File: src/rtl/conv_window_reader.sv
// Read-side initiator for a stride-1, pad-1 convolution: walks the output/tap loop nest,
// issues one word read per tap, and returns each tap's indices aligned with its in-order response.
module conv_window_reader #(
  parameter int MAX_OUTST = 4
) (
  input  logic               clk_i,
  input  logic               rst_i,
  input  logic               start_i,
  input  logic [31:0]        base_i,
  input  logic [31:0]        iw_i,
  input  logic [31:0]        ih_i,
  input  logic [31:0]        k_i,
  output logic               mem_req_o,
  output logic [31:0]        mem_addr_o,
  input  logic               mem_gnt_i,
  input  logic               mem_rvalid_i,
  output logic signed [31:0] loop_i_o,
  output logic signed [31:0] loop_j_o,
  output logic signed [31:0] loop_wi_o,
  output logic signed [31:0] loop_wj_o,
  output logic               out_valid_o,
  output logic               busy_o,
  output logic               done_o
);

  localparam int CNT_W = $clog2(MAX_OUTST + 1);
  localparam int PTR_W = (MAX_OUTST > 1) ? $clog2(MAX_OUTST) : 1;
  localparam logic [CNT_W-1:0] CNT_MAX = CNT_W'(MAX_OUTST);

  typedef enum logic [1:0] {IDLE, RUN, DRAIN, DONE} state_t;

  state_t state, state_nxt;

  logic [31:0]        base_q;
  logic signed [31:0] iw_q, ih_q, k_q;
  logic signed [31:0] i_q, j_q, wi_q, wj_q;
  logic signed [31:0] i_nxt, j_nxt, wi_nxt, wj_nxt;
  logic               req_q;
  logic [31:0]        addr_q;
  logic [CNT_W-1:0]   cnt_q;
  logic [PTR_W-1:0]   wr_ptr, rd_ptr;
  logic signed [31:0] fifo_i  [MAX_OUTST];
  logic signed [31:0] fifo_j  [MAX_OUTST];
  logic signed [31:0] fifo_wi [MAX_OUTST];
  logic signed [31:0] fifo_wj [MAX_OUTST];

  logic start_acc, cfg_zero, fifo_full, fifo_empty, push, pop;
  logic last_wi, last_wj, last_i, last_j, last_tap;

  // Padded taps (any coordinate outside the plane) read the base word; downstream zeroes them.
  function automatic logic [31:0] tap_addr(input logic [31:0] base,
                                           input logic signed [31:0] x, y, w, h);
    if (x == -32'sd1 || y == -32'sd1 || x >= w || y >= h) return base;
    return base + ((y * w + x) << 2);
  endfunction

  function automatic logic [PTR_W-1:0] ptr_inc(input logic [PTR_W-1:0] p);
    return (p == PTR_W'(MAX_OUTST - 1)) ? '0 : p + PTR_W'(1);
  endfunction

  assign start_acc  = (state == IDLE) && start_i;
  assign cfg_zero   = (iw_i == '0) || (ih_i == '0) || (k_i == '0);
  assign fifo_full  = (cnt_q == CNT_MAX);
  assign fifo_empty = (cnt_q == '0);
  assign mem_req_o  = req_q && !fifo_full;
  assign mem_addr_o = addr_q;
  assign push       = mem_req_o && mem_gnt_i;
  assign pop        = mem_rvalid_i && !fifo_empty;

  assign last_wi  = (wi_q == k_q - 32'sd2);
  assign last_wj  = (wj_q == k_q - 32'sd2);
  assign last_i   = (i_q == iw_q - 32'sd1);
  assign last_j   = (j_q == ih_q - 32'sd1);
  assign last_tap = last_wi && last_wj && last_i && last_j;

  always_comb begin
    wi_nxt = wi_q + 32'sd1;
    wj_nxt = wj_q;
    i_nxt  = i_q;
    j_nxt  = j_q;
    if (last_wi) begin
      wi_nxt = -32'sd1;
      wj_nxt = wj_q + 32'sd1;
      if (last_wj) begin
        wj_nxt = -32'sd1;
        i_nxt  = i_q + 32'sd1;
        if (last_i) begin
          i_nxt = '0;
          j_nxt = j_q + 32'sd1;
        end
      end
    end
  end

  always_ff @(posedge clk_i) begin
    if (start_acc) begin
      base_q <= base_i;
      iw_q   <= iw_i;
      ih_q   <= ih_i;
      k_q    <= k_i;
    end
  end

  // The request register holds the current tap; it only moves on grant.
  always_ff @(posedge clk_i) begin
    if (rst_i) begin
      req_q  <= 1'b0;
      addr_q <= '0;
      i_q    <= '0;
      j_q    <= '0;
      wi_q   <= '0;
      wj_q   <= '0;
    end else if (start_acc) begin
      req_q  <= !cfg_zero;
      addr_q <= base_i;
      i_q    <= '0;
      j_q    <= '0;
      wi_q   <= -32'sd1;
      wj_q   <= -32'sd1;
    end else if (push) begin
      i_q  <= i_nxt;
      j_q  <= j_nxt;
      wi_q <= wi_nxt;
      wj_q <= wj_nxt;
      if (last_tap) req_q <= 1'b0;
      else addr_q <= tap_addr(base_q, i_nxt + wi_nxt, j_nxt + wj_nxt, iw_q, ih_q);
    end
  end

  always_ff @(posedge clk_i) begin
    if (push) begin
      fifo_i[wr_ptr]  <= i_q;
      fifo_j[wr_ptr]  <= j_q;
      fifo_wi[wr_ptr] <= wi_q;
      fifo_wj[wr_ptr] <= wj_q;
    end
  end

  always_ff @(posedge clk_i) begin
    if (rst_i) begin
      wr_ptr <= '0;
      rd_ptr <= '0;
      cnt_q  <= '0;
    end else begin
      if (push) wr_ptr <= ptr_inc(wr_ptr);
      if (pop)  rd_ptr <= ptr_inc(rd_ptr);
      case ({push, pop})
        2'b10:   cnt_q <= cnt_q + CNT_W'(1);
        2'b01:   cnt_q <= cnt_q - CNT_W'(1);
        default: cnt_q <= cnt_q;
      endcase
    end
  end

  always_comb begin
    loop_i_o  = '0;
    loop_j_o  = '0;
    loop_wi_o = '0;
    loop_wj_o = '0;
    if (!fifo_empty) begin
      loop_i_o  = fifo_i[rd_ptr];
      loop_j_o  = fifo_j[rd_ptr];
      loop_wi_o = fifo_wi[rd_ptr];
      loop_wj_o = fifo_wj[rd_ptr];
    end
  end

  assign out_valid_o = pop;

  always_ff @(posedge clk_i) begin
    if (rst_i) state <= IDLE;
    else       state <= state_nxt;
  end

  always_comb begin
    state_nxt = state;
    case (state)
      IDLE:    if (start_i) state_nxt = cfg_zero ? DONE : RUN;
      RUN:     if (push && last_tap) state_nxt = DRAIN;
      DRAIN:   if (pop && cnt_q == CNT_W'(1)) state_nxt = DONE;
      DONE:    state_nxt = IDLE;
      default: state_nxt = IDLE;
    endcase
  end

  always_comb begin
    busy_o = (state == RUN) || (state == DRAIN);
    done_o = (state == DONE);
  end

endmodule

File: config.mk
export PLATFORM = sky130hd
export DESIGN_NAME = conv_window_reader
export DESIGN_NICKNAME = d
export VERILOG_FILES = /design/src/rtl/conv_window_reader.sv
export SDC_FILE = /design/constraint.sdc
export NUM_CORES = 2
export LEC_CHECK = 0
export CAP_MARGIN = 20
export CORE_UTILIZATION = 55
export CTS_CLUSTER_DIAMETER = 40
export CTS_CLUSTER_SIZE = 28
export DETAILED_ROUTE_END_ITERATION = 10
export PLACE_DENSITY = 0.77
export SLEW_MARGIN = 15
export SYNTH_ARGS = -nofsm -noshare
export SYNTH_HDL_FRONTEND = slang
export SYNTH_SLANG_ARGS = --single-unit
File: constraint.sdc
create_clock -name clk_i -period 13.63 [get_ports clk_i]
set_input_delay 4.089 -clock clk_i [delete_from_list [all_inputs] [get_ports clk_i]]
set_output_delay 4.089 -clock clk_i [all_outputs]
set_load 0.01 [all_outputs]
# ---- Yosys cells after proc, flatten, opt, wreduce, memory -nomap -nowiden
# Memory sizes are Yosys's and may differ from the RTL's. A register that Yosys moved wholly into a read port is not among the register bits.
# Index checks and enable logic that the tools add are counted.
dict set report op_classes {
  n_eq_ne 19
  n_mux 48
  mul 1
  n_reduce_logical 30
  addsub 15
  n_lt_le_gt_ge 2
}
# cell count
set op_table {}
lappend op_table {{$mux W32} 22}
lappend op_table {{$add A32 B2 Y32 const B} 4}
lappend op_table {{$eq A32 B32 Y1} 4}
lappend op_table {{$add A32 B32 Y32} 3}
lappend op_table {{$logic_not A32 Y1} 3}
lappend op_table {{$eq A32 B1 Y1 const B} 2}
lappend op_table {{$ge A32 B32 Y1} 2}
lappend op_table {{$sub A32 B2 Y32 const B} 2}
lappend op_table {{$mul A32 B32 Y30} 1}
lappend op_table {{$sub A32 B3 Y32 const B} 1}
lappend op_table {{$add A30 B30 Y30} 1}
lappend op_table {{$mux W2} 14}
lappend op_table {{$eq A2 B2 Y1 const B} 5}
lappend op_table {{$mux W1} 10}
lappend op_table {{$logic_and A1 B1 Y1} 9}
lappend op_table {{$ne A2 B2 Y1 const B} 4}
lappend op_table {{$pmux W2 S4} 1}
lappend op_table {{$logic_or A1 B1 Y1} 6}
lappend op_table {{$pmux W3 S2} 1}
lappend op_table {{$reduce_bool A2 Y1} 3}
lappend op_table {{$add A2 B1 Y2 const B} 2}
lappend op_table {{$eq A2 B1 Y1 const B} 2}
lappend op_table {{$reduce_and A2 Y1} 2}
lappend op_table {{$add A3 B1 Y3 const B} 1}
lappend op_table {{other kinds (8)} 10}
dict set report word_totals {
  output_inout_bits 164
  ram_bits 512
  n_memories 4
  ff_bits 298
}
# name depth width read_ports rd_clocked_by_memory_dff wr line_no
set mem_list {}
lappend mem_list {fifo_i 4 32 1 1 1 42} ;# logic signed [31:0] fifo_i [MAX_OUTST];
lappend mem_list {fifo_j 4 32 1 1 1 43} ;# logic signed [31:0] fifo_j [MAX_OUTST];
lappend mem_list {fifo_wi 4 32 1 1 1 44} ;# logic signed [31:0] fifo_wi [MAX_OUTST];
lappend mem_list {fifo_wj 4 32 1 1 1 45} ;# logic signed [31:0] fifo_wj [MAX_OUTST];

# ---- Depth between registers and ports, before layout
dict set report logic_depth {
  word_depth 19
  ltp_mapped 64
}

# ---- Worst setup path after synthesis
# Ideal clock, no wire load.
dict set report synth_timing {
  kind {register to register}
  start {register k_q[1]}
  end {register addr_q[31], in the netlist mem_addr_o[31]}
  t_required_ns 13.487
  path_stages_with_launch 61
  setup_time_ns 0.143
  synth_period_minus_slack_ns 14.417
  arrival_time_ns 14.274
  slack_ns -0.787
  cell_sequence {edfxtp_1 -> or4_1 -> buf_2 -> or2_0 -> buf_2 -> or3_1 -> buf_6 -> nor4_1 -> xor2_1 -> xnor2_1 -> nand3_1 -> nor4b_1 -> nand3_1 -> a2111oi_2 -> and3_1 -> clkbuf_1 -> nand3_1 -> xnor2_1 -> (+25 left out) -> xnor2_1 -> xnor2_1 -> xnor3_1 -> xnor2_1 -> xor2_1 -> xnor3_1 -> xnor3_1 -> xnor3_1 -> o21bai_1 -> nor3_1 -> o41ai_1 -> o2111ai_1 -> nor3_1 -> xor3_1 -> xnor2_1 -> nor2_2 -> xnor2_1 -> a31oi_1}
}
dict set report synth_via {
  elab_chain_cells 18
  word_cells_on_any_way 36
}
# item line_no
set synth_rtl {}
lappend synth_rtl {{start: declaration} 35} ;# logic signed [31:0] iw_q, ih_q, k_q;
lappend synth_rtl {{start signal: assignment} 100} ;# k_q <= k_i;
lappend synth_rtl {{$sub A32 B3 Y32 (*)} {70, 71}}
lappend synth_rtl {{$eq A32 B32 Y1} 71} ;# assign last_wj = (wj_q == k_q - 32'sd2);
lappend synth_rtl {{$mux W32} 84} ;# if (last_wj) begin
lappend synth_rtl {{$mux W32 (*)} 81} ;# if (last_wi) begin
lappend synth_rtl {{via j_nxt[8]} 37} ;# logic signed [31:0] i_nxt, j_nxt, wi_nxt, wj_nxt;
lappend synth_rtl {{$add A32 B32 Y32 (*)} 126} ;# else addr_q <= tap_addr(base_q, i_nxt + wi_nxt, j_nxt + wj_nxt, iw_q, ih_q);
lappend synth_rtl {{parallel branches: the longest is 9 deep, another holds $mul A32 B32 Y30} -}
lappend synth_rtl {{$mux W32 (*)} 54} ;# return base + ((y * w + x) << 2);
lappend synth_rtl {{$mux W32 (*)} 125} ;# if (last_tap) req_q <= 1'b0;
lappend synth_rtl {{$mux W32 (*)} 120} ;# end else if (push) begin
lappend synth_rtl {{$mux W32 (*)} 113} ;# end else if (start_acc) begin
lappend synth_rtl {{end signal: assignment} 115} ;# addr_q <= base_i;
lappend synth_rtl {{end signal: assignment} 126}
lappend synth_rtl {{end: declaration} 39} ;# logic [31:0] addr_q;
# Mark *: on every way through the listed nets, which the timed path passes. The select of a mux whose other input is x is not followed.
# A chain may end at the register's enable or synchronous reset.

# ---- Worst setup path in the final report
# Same ends and word-level chain as after synthesis.

==> impl_metrics.ini <==
[placed_design]
port_buffers = 296
place_ws_ps = -1365
dp_cells = 7565
dpl.hpwl_mm = 139.5
place_congestion = 1.004

[route]
avgViaCountPerCell = 5.965
first_pass_iters = 8
drc = 0
ant_nets = 0
vias = 46583
dr.first_iter.drc_count = 4666
wl_per_cell_um = 23.86
finalWirelength_mm = 186.3

[finish]
fillerInstances = 7713
area_growth_pct = 24.23
layout_commonest_cell = buf_4
stdcell_count = 7810
nets = 7148
multi_input_area_um2 = 33670
seq_area_um2 = 22670
final_cell_mix = buf_4 (710), edfxtp_1 (640), nand2_1 (608), inv_1 (560), fa_1 (378)
drive_above_1_share = 0.2012

[critical_path]
required_ps = 14130
cp-end-kind = register
crit_family = adder cells
startpoint = k_q[1]
crit_top_cell = fa_1
crit_fanout = 8
cpPeakStageDelay_ps = 580
path_buf_inv = 8
critical_path_class = reg -> reg
startpoint_type = register
arrival_ps = 14840
r2r_start = k_q[1]
cp_slowest_cell = fa_1

[floorplanning]
io_pins = 297
initial_utilization = 0.5545
die-area_um2 = 107300
rows = 119
die_h_um = 327.6
coreArea_um2 = 105100
die_w_um = 327.6

[timing]
max_freq_mhz = 69.72
relSlewSlack = 0.2686
grt_setup_unrepaired = yes
report.final.slew_viol_count = 0
worst_hold_slack_ps = 450.9
setup_viol = 3
tightest_slew_ps = 1087
fin_ws_ps = -712.7
finalClockSkew_ps = 77.78
period_share = 1.052
period_minus_slack_ps = 14340
hold_violations = 0

[clock_tree]
root_buffer = clkbuf_16
cts_tree = yes
path_clk_slew_ps = 60
cts_buffer_depth = 3
clock-sinks = 812
clk_latency_ps = 730
ctsHtreeMaxLevel = 3
cts_buffers = 95
ctsHoldBuffers = 0

[logic_synthesis]
synthCells = 5456
dominantRegCellSynth = edfxtp_1
synth_seq_cells = 812
yosysWarningCount = 0
avgSynthCellArea_um2 = 10.68
ys_seq_area_frac = 0.3888
synth_cell_type_count = 93
synth_nets = 6271
syn_area_um2 = 58290
synth-edff-count = 640
async_flop_share = 0

[hold_path]
hp-start = mem_addr_o[27]
hp-class = reg -> reg

[global_route]
grt_max_degree = 86
grt_pass1_vias = 46893
overflow = 0
grt_pass1_wl_mm = 279.3
antenna_found_initial = 4
grt.total_usage = 0.3456

[run_status]
violations = negative setup slack
status = finished with violations

[job]
maxCapViolations = 0
-- cell usage after synthesis, drive strengths merged, types with 16 or more instances --
master	instances	area [µm²]
a21o	63	473.0
xnor2	236	2090
inv	572	2147
ha	299	3741
a21oi	178	890.9
fa	383	7667
xnor3	27	608.1
xor2	157	1375
and3	77	481.7
nand2	614	2305
nand2b	29	181.4
a211oi	45	337.8
buf	34	190.2
o21bai	17	127.6
mux4	128	2883
a31oi	76	475.5
nor2b	33	206.5
nand3	127	635.6
o21ai	134	670.6
mux2i	36	360.4
nor4	60	426.7
nor2	302	1136
and2	344	2152
clkbuf	226	849.6
or3	38	242.7
dfxtp	172	3443
o211ai	24	180.2
edfxtp	640	19220
nor3	101	520.5
and4	16	140.1
nand4	74	462.9
-- metal layers --
layer | share of wire | track usage | up-vias
met5 | 0 | 0 | -
met3 | 0.093 | 0.06407 | 518
met2 | 0.48 | 0.5731 | 2463
met4 | 0.053 | 0.1570 | 0
li1 | - | - | 20622
met1 | 0.37 | 0.4411 | 22980
-- sequential cells by signal, summed over array words and instances (netlist names), named ones only --
| signal | cells |
|---|---|
| fifo_j | 128 |
| fifo_wi | 128 |
| rd_ptr | 2 |
| req_q | 1 |
| i_q | 32 |
| fifo_i | 128 |
| mem_addr_o | 32 |
| ih_q | 32 |
| k_q | 32 |
| wr_ptr | 2 |
| iw_q | 32 |
| state | 2 |
| cnt_q | 3 |
| wi_q | 32 |
| j_q | 32 |
| wj_q | 32 |
| base_q | 32 |
| fifo_wj | 128 |
-- repair_timing --
item / in CTS / in global routing
resized for setup: 112 / 153
endpoints found under the setup margin: 10 / 11
buffers inserted: 36 / 25
endpoints found under the hold margin: 0 / 0
cloned: 0 / 1
pin swaps: 50 / 82
-- final cells by class --
type,instances,area share
multi-input cells,3812,0.4650
flip-flops and latches,812,0.3130
clock inverters,77,0.01330
repair buffers,1040,0.1214
diodes,3,0.0001037
clock buffers,103,0.03338
well taps,1391,0.02403
inverters,572,0.02974
-- worst paths after layout --
kind	endpoint	slack (ps)	cells after the start
max	mem_addr_o[31]	-710	56
min	mem_addr_o[27]	450	1
max reg2reg	mem_addr_o[31]	-710	56
min reg2reg	mem_addr_o[27]	450	1
-- cells by family (layout without fill, tap and decap cells) --
| family | count (synthesis) | count (layout) | share of synthesized area |
|---|---|---|---|
| other | 0 | 3 | 0 |
| AND/OR/NAND/NOR | 1883 | 1883 | 0.1625 |
| XOR/XNOR | 421 | 421 | 0.07028 |
| adder cells (fa/ha/maj) | 682 | 682 | 0.1957 |
| AO/OA/AOI/OAI | 659 | 659 | 0.07184 |
| flip-flops | 812 | 812 | 0.3888 |
| multiplexers | 167 | 167 | 0.05622 |
| buffers and inverters | 832 | 1792 | 0.05467 |
-- per-stage QoR --
step	utilization	setup TNS, ps	cell area (µm²)
4_1_cts	0.6800	-721.4	71480
3_5_place_dp	0.6408	-4249	67360
6_report	0.6889	-940.3	72420
5_1_grt	0.6888	-3327	72410
3_3_place_gp	0.6407	-3212	67350
2_1_floorplan	-	0	58380
Power is left out: the tool's default activity adds up to more than one toggle a clock period on the data nets, which glitch-free logic cannot reach.
